==> config.mk <==
export PLATFORM = sky130hd
export DESIGN_NAME = wb_vme_strobe_bridge
export DESIGN_NICKNAME = d
export VERILOG_FILES = /design/src/rtl/wb_vme_strobe_bridge.sv
export SDC_FILE = /design/constraint.sdc
export NUM_CORES = 1
export LEC_CHECK = 0
export CORE_UTILIZATION = 48
export CTS_BUF_LIST = sky130_fd_sc_hd__clkbuf_4
export DETAILED_ROUTE_END_ITERATION = 10
export GPL_TIMING_DRIVEN = 1
export PLACE_DENSITY = 0.87
export SLEW_MARGIN = 0
export SYNTH_ARGS = -nofsm -noshare
export SYNTH_HDL_FRONTEND = slang
export SYNTH_SLANG_ARGS = --single-unit
export TNS_END_PERCENT = 100
==> constraint.sdc <==
create_clock -name Clk -period 5.3 [get_ports Clk]
set_input_delay 0.795 -clock Clk [delete_from_list [all_inputs] [get_ports Clk]]
set_output_delay 0.795 -clock Clk [all_outputs]
set_load 0.005 [all_outputs]
==> src/rtl/wb_vme_strobe_bridge.sv <==
// rtl/wb_vme_strobe_bridge.sv - Wishbone classic to VME-style strobe/done bridge with Done timeout
module wb_vme_strobe_bridge #(
    parameter int ADDR_WIDTH = 4,
    parameter int DATA_WIDTH = 16,
    parameter int TIMEOUT    = 255
) (
    input  logic                  Clk,
    input  logic                  Rst,
    input  logic                  wb_cyc_i,
    input  logic                  wb_stb_i,
    input  logic                  wb_we_i,
    input  logic [ADDR_WIDTH-1:0] wb_adr_i,
    input  logic [DATA_WIDTH-1:0] wb_dat_i,
    output logic [DATA_WIDTH-1:0] wb_dat_o,
    output logic                  wb_ack_o,
    output logic                  wb_err_o,
    output logic [ADDR_WIDTH:1]   VMEAddr,
    output logic [DATA_WIDTH-1:0] VMEWrData,
    output logic                  VMERdMem,
    output logic                  VMEWrMem,
    input  logic [DATA_WIDTH-1:0] VMERdData,
    input  logic                  VMERdDone,
    input  logic                  VMEWrDone,
    output logic                  timeout_o
);

    localparam int CW = $clog2(TIMEOUT + 1);

    typedef enum logic [1:0] {
        S_IDLE,
        S_STROBE,
        S_WAIT,
        S_RESP
    } state_t;

    state_t                state_q, state_d;
    logic [CW-1:0]         cnt_q, cnt_d;
    logic                  we_q, we_d;
    logic                  abort_q, abort_d;
    logic [ADDR_WIDTH:1]   addr_d;
    logic [DATA_WIDTH-1:0] wdata_d;
    logic [DATA_WIDTH-1:0] rdata_d;
    logic                  rd_d, wr_d, ack_d, err_d, to_d;
    logic                  match_done;
    logic [CW-1:0]         cnt_inc;

    assign match_done = we_q ? VMEWrDone : VMERdDone;
    assign cnt_inc    = (cnt_q == CW'(TIMEOUT)) ? cnt_q : cnt_q + CW'(1);

    always_comb begin
        state_d = state_q;
        cnt_d   = cnt_q;
        we_d    = we_q;
        abort_d = abort_q;
        addr_d  = VMEAddr;
        wdata_d = VMEWrData;
        rdata_d = wb_dat_o;
        rd_d    = 1'b0;
        wr_d    = 1'b0;
        ack_d   = 1'b0;
        err_d   = 1'b0;
        to_d    = 1'b0;
        case (state_q)
            S_IDLE: begin
                if (wb_cyc_i && wb_stb_i) begin
                    addr_d  = wb_adr_i;
                    if (wb_we_i) wdata_d = wb_dat_i;
                    we_d    = wb_we_i;
                    abort_d = 1'b0;
                    wr_d    = wb_we_i;
                    rd_d    = ~wb_we_i;
                    state_d = S_STROBE;
                end
            end
            S_STROBE, S_WAIT: begin
                // A master that drops cyc mid-access loses its ack/err for good.
                if (!wb_cyc_i) abort_d = 1'b1;
                cnt_d = (state_q == S_STROBE) ? '0 : cnt_inc;
                if (match_done) begin
                    state_d = S_RESP;
                    ack_d   = wb_cyc_i && !abort_q;
                    if (!we_q) rdata_d = VMERdData;
                end else if (state_q == S_STROBE) begin
                    state_d = S_WAIT;
                end else if (cnt_inc == CW'(TIMEOUT)) begin
                    state_d = S_RESP;
                    err_d   = wb_cyc_i && !abort_q;
                    to_d    = 1'b1;
                    rdata_d = '0;
                end
            end
            S_RESP: begin
                state_d = S_IDLE;
            end
            default: begin
                state_d = S_IDLE;
            end
        endcase
    end

    always_ff @(posedge Clk) begin
        if (Rst) begin
            state_q   <= S_IDLE;
            cnt_q     <= '0;
            we_q      <= 1'b0;
            abort_q   <= 1'b0;
            VMEAddr   <= '0;
            VMEWrData <= '0;
            wb_dat_o  <= '0;
            VMERdMem  <= 1'b0;
            VMEWrMem  <= 1'b0;
            wb_ack_o  <= 1'b0;
            wb_err_o  <= 1'b0;
            timeout_o <= 1'b0;
        end else begin
            state_q   <= state_d;
            cnt_q     <= cnt_d;
            we_q      <= we_d;
            abort_q   <= abort_d;
            VMEAddr   <= addr_d;
            VMEWrData <= wdata_d;
            wb_dat_o  <= rdata_d;
            VMERdMem  <= rd_d;
            VMEWrMem  <= wr_d;
            wb_ack_o  <= ack_d;
            wb_err_o  <= err_d;
            timeout_o <= to_d;
        end
    end

endmodule

==> results of run 1 <==
layer usage:
metal	global-route usage, %	vias up
met5	0	-
met4	5.90	0
met3	5.41	4
met2	34.7	85
met1	25.7	909
li1	-	1007
worst paths after layout:
path / start / to / cells past startpoint
worst max-delay path: wb_cyc_i / VMEWrData[2] / 5
worst min-delay path: VMEWrData[0] / VMEWrData[0] / 2
worst max register to register: state_q[0] / wb_dat_o[8] / 4
worst min register to register: VMEWrData[0] / VMEWrData[0] / 2
worst reg2reg max path, cell delays in order, from the launching register on:
cell and delay, ps:
dfxtp_1 450, inv_1 70, ha_1 560, a21oi_1 980, a32o_1 300
power groups by stage:
stage / registers, uW / logic (uW) / clock network [uW]
after detailed placement: 508 / 381 / 0
after global routing: 511 / 422 / 247
final: 500 / 382 / 225
after floorplan: 508 / 222 / 0
after global placement: 506 / 374 / 0
after CTS: 500 / 386 / 234
stage by stage:
| stage | instances | hold WS, ps |
|---|---|---|
| after floorplan | 236 | 453 |
| after global placement | 358 | 443 |
| final | 366 | 469 |
| after detailed placement | 358 | 453 |
| after CTS | 366 | 470 |
| after global routing | 366 | 490 |
layout by cell type (no fill, tap or decap), types with 2 or more instances in the layout:
master	instances
a211oi_1	8
a21oi_1	27
a31oi_1	2
a32o_1	16
and4_1	2
clkbuf_4	6
clkdlybuf4s50_1	83
dfxtp_1	53
ha_1	4
inv_1	5
mux2i_1	6
nand2_1	45
nand2b_1	2
nand3_1	7
nand4_1	2
nor2_1	15
nor2b_1	2
nor3_1	6
o21ai_0	4
state kept, by name (all words and copies together), names as in the netlist:
| register | count |
|---|---|
| wb_dat_o | 16 |
| abort_q | 1 |
| VMEAddr | 4 |
| VMEWrData | 16 |
| timeout_o | 1 |
| VMEWrMem | 1 |
| wb_err_o | 1 |
| state_q | 2 |
| we_q | 1 |
| VMERdMem | 1 |
| cnt_q | 8 |
| wb_ack_o | 1 |
logic make-up after synthesis:
group           after synthesis  synth area share [%]
simple gates                 88                  19.1
flops                        53                  49.1
compound gates               65                  22.3
mux                           7                  3.30
fa+ha+maj                     4                  2.32
buf+inv                      19                  3.94
area by class of cell:
class | instances | area [um^2]
Sequential cell | 53 | 1060
Timing Repair Buffer | 84 | 838
Tap cell | 52 | 65.1
Multi-Input combinational cell | 164 | 1010
Fill cell | 342 | 1270
Inverter | 5 | 18.8
Clock inverter | 2 | 38.8
Clock buffer | 6 | 45.0
==> results.json, run 1 <==
{
  "area.growth.synth_to_final_pct": 42.6,
  "postCtsSetupBuffers": 0,
  "clock_latency_ps": 360,
  "setup_viol": 0,
  "port_buffers": 83,
  "crit_slowest_cell": "nor2_1",
  "dr.pass1.iters": 4,
  "crit_buf_inv": 1,
  "gp_congestion": 0.837,
  "syn_nets": 283,
  "synth_top_area_share_pct": 49.1,
  "worstPathCellList": "clkdlybuf4s50_1 > nand3_1 > nor2_1 > nand2_1 > a21oi_1",
  "maxSlewViolCount": 0,
  "cts.sinks": 53,
  "critPathTopFamily": "simple AND/OR/NAND/NOR gates",
  "drc": 0,
  "m1WireLength_um": 2210,
  "htree_levels": 2,
  "rsz0062_at_grt": "no",
  "yosys_warnings": 0,
  "clockPowerShare_pct": 20.3,
  "ys_seq_elements": 53,
  "synth_edf_count": 0,
  "async_flop_share_pct": 0,
  "yosysMostFrequentCell": "dfxtp_1",
  "required_ps": 5600,
  "cts-resized-gates": 0,
  "vias_per_cell": 5.48,
  "dieWidth_um": 69.1,
  "switching_share_pct": 31.6,
  "p_int_uw": 757,
  "switching_power_uw": 350,
  "drv_cap": 0,
  "p_total_uw": 1110,
  "cp_max_fo": 16,
  "antenna_cells": 0,
  "finalWorstSetupSlack_ps": 2830,
  "p_per_area_nw_per_um2": 359,
  "rows": 24,
  "cts_tree": "yes",
  "yosysSeqAreaShare_pct": 49.1,
  "top_layer": "met4",
  "tns_ps": 0,
  "hpwl_um": 3510,
  "end_kind": "register",
  "worst_pin_slew_ps": 1140,
  "cts-buffers-inserted": 5,
  "clockBufferDepth": 2,
  "wl_met2_um": 2270,
  "wl_per_cell_um": 13.4,
  "start_util_pct": 49.6,
  "preCtsSetupSlack_ps": 2420,
  "cts.reportedPaths.clkPinSlew_ps": 140,
  "crit_arrival_ps": 2770,
  "die_h_um": 69.1,
  "p_leak_uw": 0.00111,
  "fin_nets": 360,
  "gr-total-overflow": 0,
  "worst_clock_skew_ps": 11.7,
  "slew-limit-headroom_pct": 23.8,
  "wl_met3_um": 377,
  "finalCoreUtilization_pct": 70.8,
  "grt_first_pass_wirelength_um": 8220,
  "grt_max_degree": 40,
  "criticalPathCategory": "input port to register",
  "timing.final.crit_period_ps": 2470,
  "synth_area_leaders": "dfxtp_1, nand2_1, a32o_1, a21oi_1, mux2i_1",
  "cp-start-kind": "input port",
  "die_area_um2": 4770,
  "vias": 2005,
  "r2r_slack_ps": 2880,
  "netlist_top_cells_count": "dfxtp_1, nand2_1, a21oi_1, a32o_1, nor2_1",
  "syn_inst": 236,
  "fmaxAchievable_mhz": 405,
  "ys_types": 38,
  "synthesis.area_um2": 2160,
  "drive_above_1_share_pct": 4.46,
  "grt_antenna_before_repair": 0,
  "ir_worst_vdd_mv": 0.241,
  "power_frac_comb_pct": 34.5,
  "num_io_pins": 84,
  "avgSynthCellArea_um2": 9.16,
  "status": "finished, final reports clean",
  "post-route-cell-area_um2": 3080,
  "wirelength_um": 4900,
  "ctsHoldBuffers": 0,
  "grt_pass1_vias": 1860,
  "drtAntennaViolNets": 0,
  "cpPeakStageDelay_ps": 850,
  "fin_crit_sh_pct": 46.6,
  "netlist.top_cell.by_area": "dfxtp_1",
  "coreArea_um2": 4350,
  "grt_usage_pct": 20.6,
  "first_iter_violations": 44,
  "pwr-share-seq_pct": 45.2,
  "hold_viol": 0,
  "holdCritPathClass": "register to register",
  "synthFlopType": "dfxtp_1",
  "cts_root_buffer": "clkbuf_4",
  "placedInstanceArea_um2": 3000
}
Note: power is estimated with default switching activity, not from simulation.
==> inputs of run 2 (changes only) <==
--- a/config.mk
+++ b/config.mk
@@ -5,11 +5,11 @@
 export SDC_FILE = /design/constraint.sdc
 export NUM_CORES = 1
 export LEC_CHECK = 0
-export CORE_UTILIZATION = 48
+export CORE_UTILIZATION = 45
 export CTS_BUF_LIST = sky130_fd_sc_hd__clkbuf_4
 export DETAILED_ROUTE_END_ITERATION = 10
 export GPL_TIMING_DRIVEN = 1
-export PLACE_DENSITY = 0.87
+export PLACE_DENSITY = 0.82
 export SLEW_MARGIN = 0
 export SYNTH_ARGS = -nofsm -noshare
 export SYNTH_HDL_FRONTEND = slang
==> constraint.sdc (replaced) <==
create_clock -name Clk -period 2.4 [get_ports Clk]
set_input_delay 0.36 -clock Clk [delete_from_list [all_inputs] [get_ports Clk]]
set_output_delay 0.36 -clock Clk [all_outputs]
set_load 0.005 [all_outputs]
==> results.json, run 2 (synthesis gave the netlist of run 1 again) <==
{
  "vias_per_cell": 5.52,
  "placedInstanceArea_um2": 3050,
  "ctsHoldBuffers": 0,
  "hold_viol": 0,
  "num_io_pins": 84,
  "hpwl_um": 3730,
  "post-route-cell-area_um2": 3110,
  "maxSlewViolCount": 0,
  "fin_nets": 367,
  "worst_clock_skew_ps": 16.2,
  "crit_slowest_cell": "dfxtp_1",
  "fin_crit_sh_pct": 89.2,
  "p_per_area_nw_per_um2": 765,
  "die_area_um2": 5080,
  "power_frac_comb_pct": 37.5,
  "start_util_pct": 48.3,
  "cpPeakStageDelay_ps": 470,
  "vias": 2058,
  "violations": "DRC",
  "cts_tree": "yes",
  "coreArea_um2": 4470,
  "grt_first_pass_wirelength_um": 8360,
  "holdCritPathClass": "register to register",
  "tns_ps": 0,
  "slew-limit-headroom_pct": 64.0,
  "dr.pass1.iters": 7,
  "gp_congestion": 0.818,
  "drive_above_1_share_pct": 6.23,
  "area.growth.synth_to_final_pct": 43.7,
  "rsz0062_at_grt": "no",
  "cp-start-kind": "register",
  "grt_max_degree": 20,
  "grt_pass1_vias": 1915,
  "p_leak_uw": 0.00113,
  "worst_pin_slew_ps": 539,
  "dieWidth_um": 71.3,
  "pwr-share-seq_pct": 46.4,
  "crit_arrival_ps": 2410,
  "cts.sinks": 53,
  "clock_latency_ps": 370,
  "cts-buffers-inserted": 5,
  "required_ps": 2670,
  "cts.reportedPaths.clkPinSlew_ps": 140,
  "top_regs": "VMEWrData (16), wb_dat_o (16), cnt_q (8)",
  "port_buffers": 83,
  "end_kind": "register",
  "grt_antenna_before_repair": 0,
  "p_int_uw": 1580,
  "drtAntennaViolNets": 0,
  "htree_levels": 2,
  "switching_power_uw": 794,
  "timing.final.crit_period_ps": 2140,
  "final_common_cell": "clkdlybuf4s50_1",
  "cts-resized-gates": 0,
  "drv_cap": 0,
  "wirelength_um": 5090,
  "postCtsSetupBuffers": 0,
  "drc": 9,
  "final_cell_mix": "clkdlybuf4s50_1, dfxtp_1, nand2_1",
  "wl_per_cell_um": 13.6,
  "clockBufferDepth": 2,
  "clockPowerShare_pct": 16.1,
  "criticalPathCategory": "register to register",
  "status": "finished with violations",
  "ir_worst_vdd_mv": 0.394,
  "grt_usage_pct": 20.4,
  "switching_share_pct": 33.4,
  "die_h_um": 71.3,
  "fmaxAchievable_mhz": 467,
  "cp_max_fo": 16,
  "worstPathCellList": "ha_1 > o21ai_0 > and2_1 > a2111oi_4 > nand4_4 > a32o_1",
  "setup_viol": 0,
  "antenna_cells": 0,
  "first_iter_violations": 77,
  "gr-total-overflow": 0,
  "rows": 24,
  "cts_root_buffer": "clkbuf_4"
}
-- run 2: path summary, 6_finish.rpt --
kind,endpoint,cells after the start,startpoint,slack [ps]
setup / recovery,wb_dat_o[3],6,cnt_q[0],260
hold / removal,VMEWrData[11],2,VMEWrData[11],470
setup reg to reg,wb_dat_o[3],6,cnt_q[0],260
hold reg to reg,VMEWrData[11],2,VMEWrData[11],470
-- run 2: critical path: cells and delay by family (launching register included) --
| family | cells | cell delay (ps) |
|---|---|---|
| AOI/OAI and AO/OA | 3 | 840 |
| adders and majority gates | 1 | 250 |
| DFF | 1 | 470 |
| and+or+nand+nor | 2 | 490 |
-- run 2: per-stage QoR --
stage          hold WS [ps]  cells  setup WS (ps)  power [uW]  util, %
4_1_cts                 468    373            244        2390     69.4
5_1_grt                 493    373            108        2530     69.4
2_1_floorplan           439    236            342        1610        -
6_report                467    373            259        2380     69.4
3_3_place_gp            441    365            356        1990     68.2
3_5_place_dp            449    365            265        2010     68.2
-- run 2: metal layers --
| layer | track usage [%] | vias up | share of wire [%] |
|---|---|---|---|
| met3 | 7.88 | 8 | 10 |
| met5 | 0 | - | 0 |
| met4 | 4.89 | 0 | 1.2 |
| li1 | - | 1018 | - |
| met1 | 25.0 | 949 | 43 |
| met2 | 34.0 | 83 | 45 |
-- run 2: final cells by class --
type	instances	area, um^2
repair buffers	91	891
clock inverters	3	17.5
multi-input cells	164	1010
flip-flops and latches	53	1060
inverters	5	18.8
clock buffers	5	37.5
fillers	375	1370
well taps	52	65.1
-- run 2: power by group through the flow --
stage          sequential (uW)  combinational, uW  clock, uW
5_1_grt                   1120                984        429
2_1_floorplan             1120                490          0
3_5_place_dp              1120                887          0
3_3_place_gp              1120                876          0
4_1_cts                   1100                892        398
6_report                  1100                891        382
==> inputs of run 3 (changes only) <==
--- a/config.mk
+++ b/config.mk
@@ -5,12 +5,13 @@
 export SDC_FILE = /design/constraint.sdc
 export NUM_CORES = 1
 export LEC_CHECK = 0
+export CAP_MARGIN = 20
 export CORE_UTILIZATION = 45
 export CTS_BUF_LIST = sky130_fd_sc_hd__clkbuf_4
 export DETAILED_ROUTE_END_ITERATION = 10
 export GPL_TIMING_DRIVEN = 1
 export PLACE_DENSITY = 0.82
-export SLEW_MARGIN = 0
+export SLEW_MARGIN = 10
 export SYNTH_ARGS = -nofsm -noshare
 export SYNTH_HDL_FRONTEND = slang
 export SYNTH_SLANG_ARGS = --single-unit
==> results of run 3 <==
The final DEF is identical to that of run 2; final timing and power are the same.
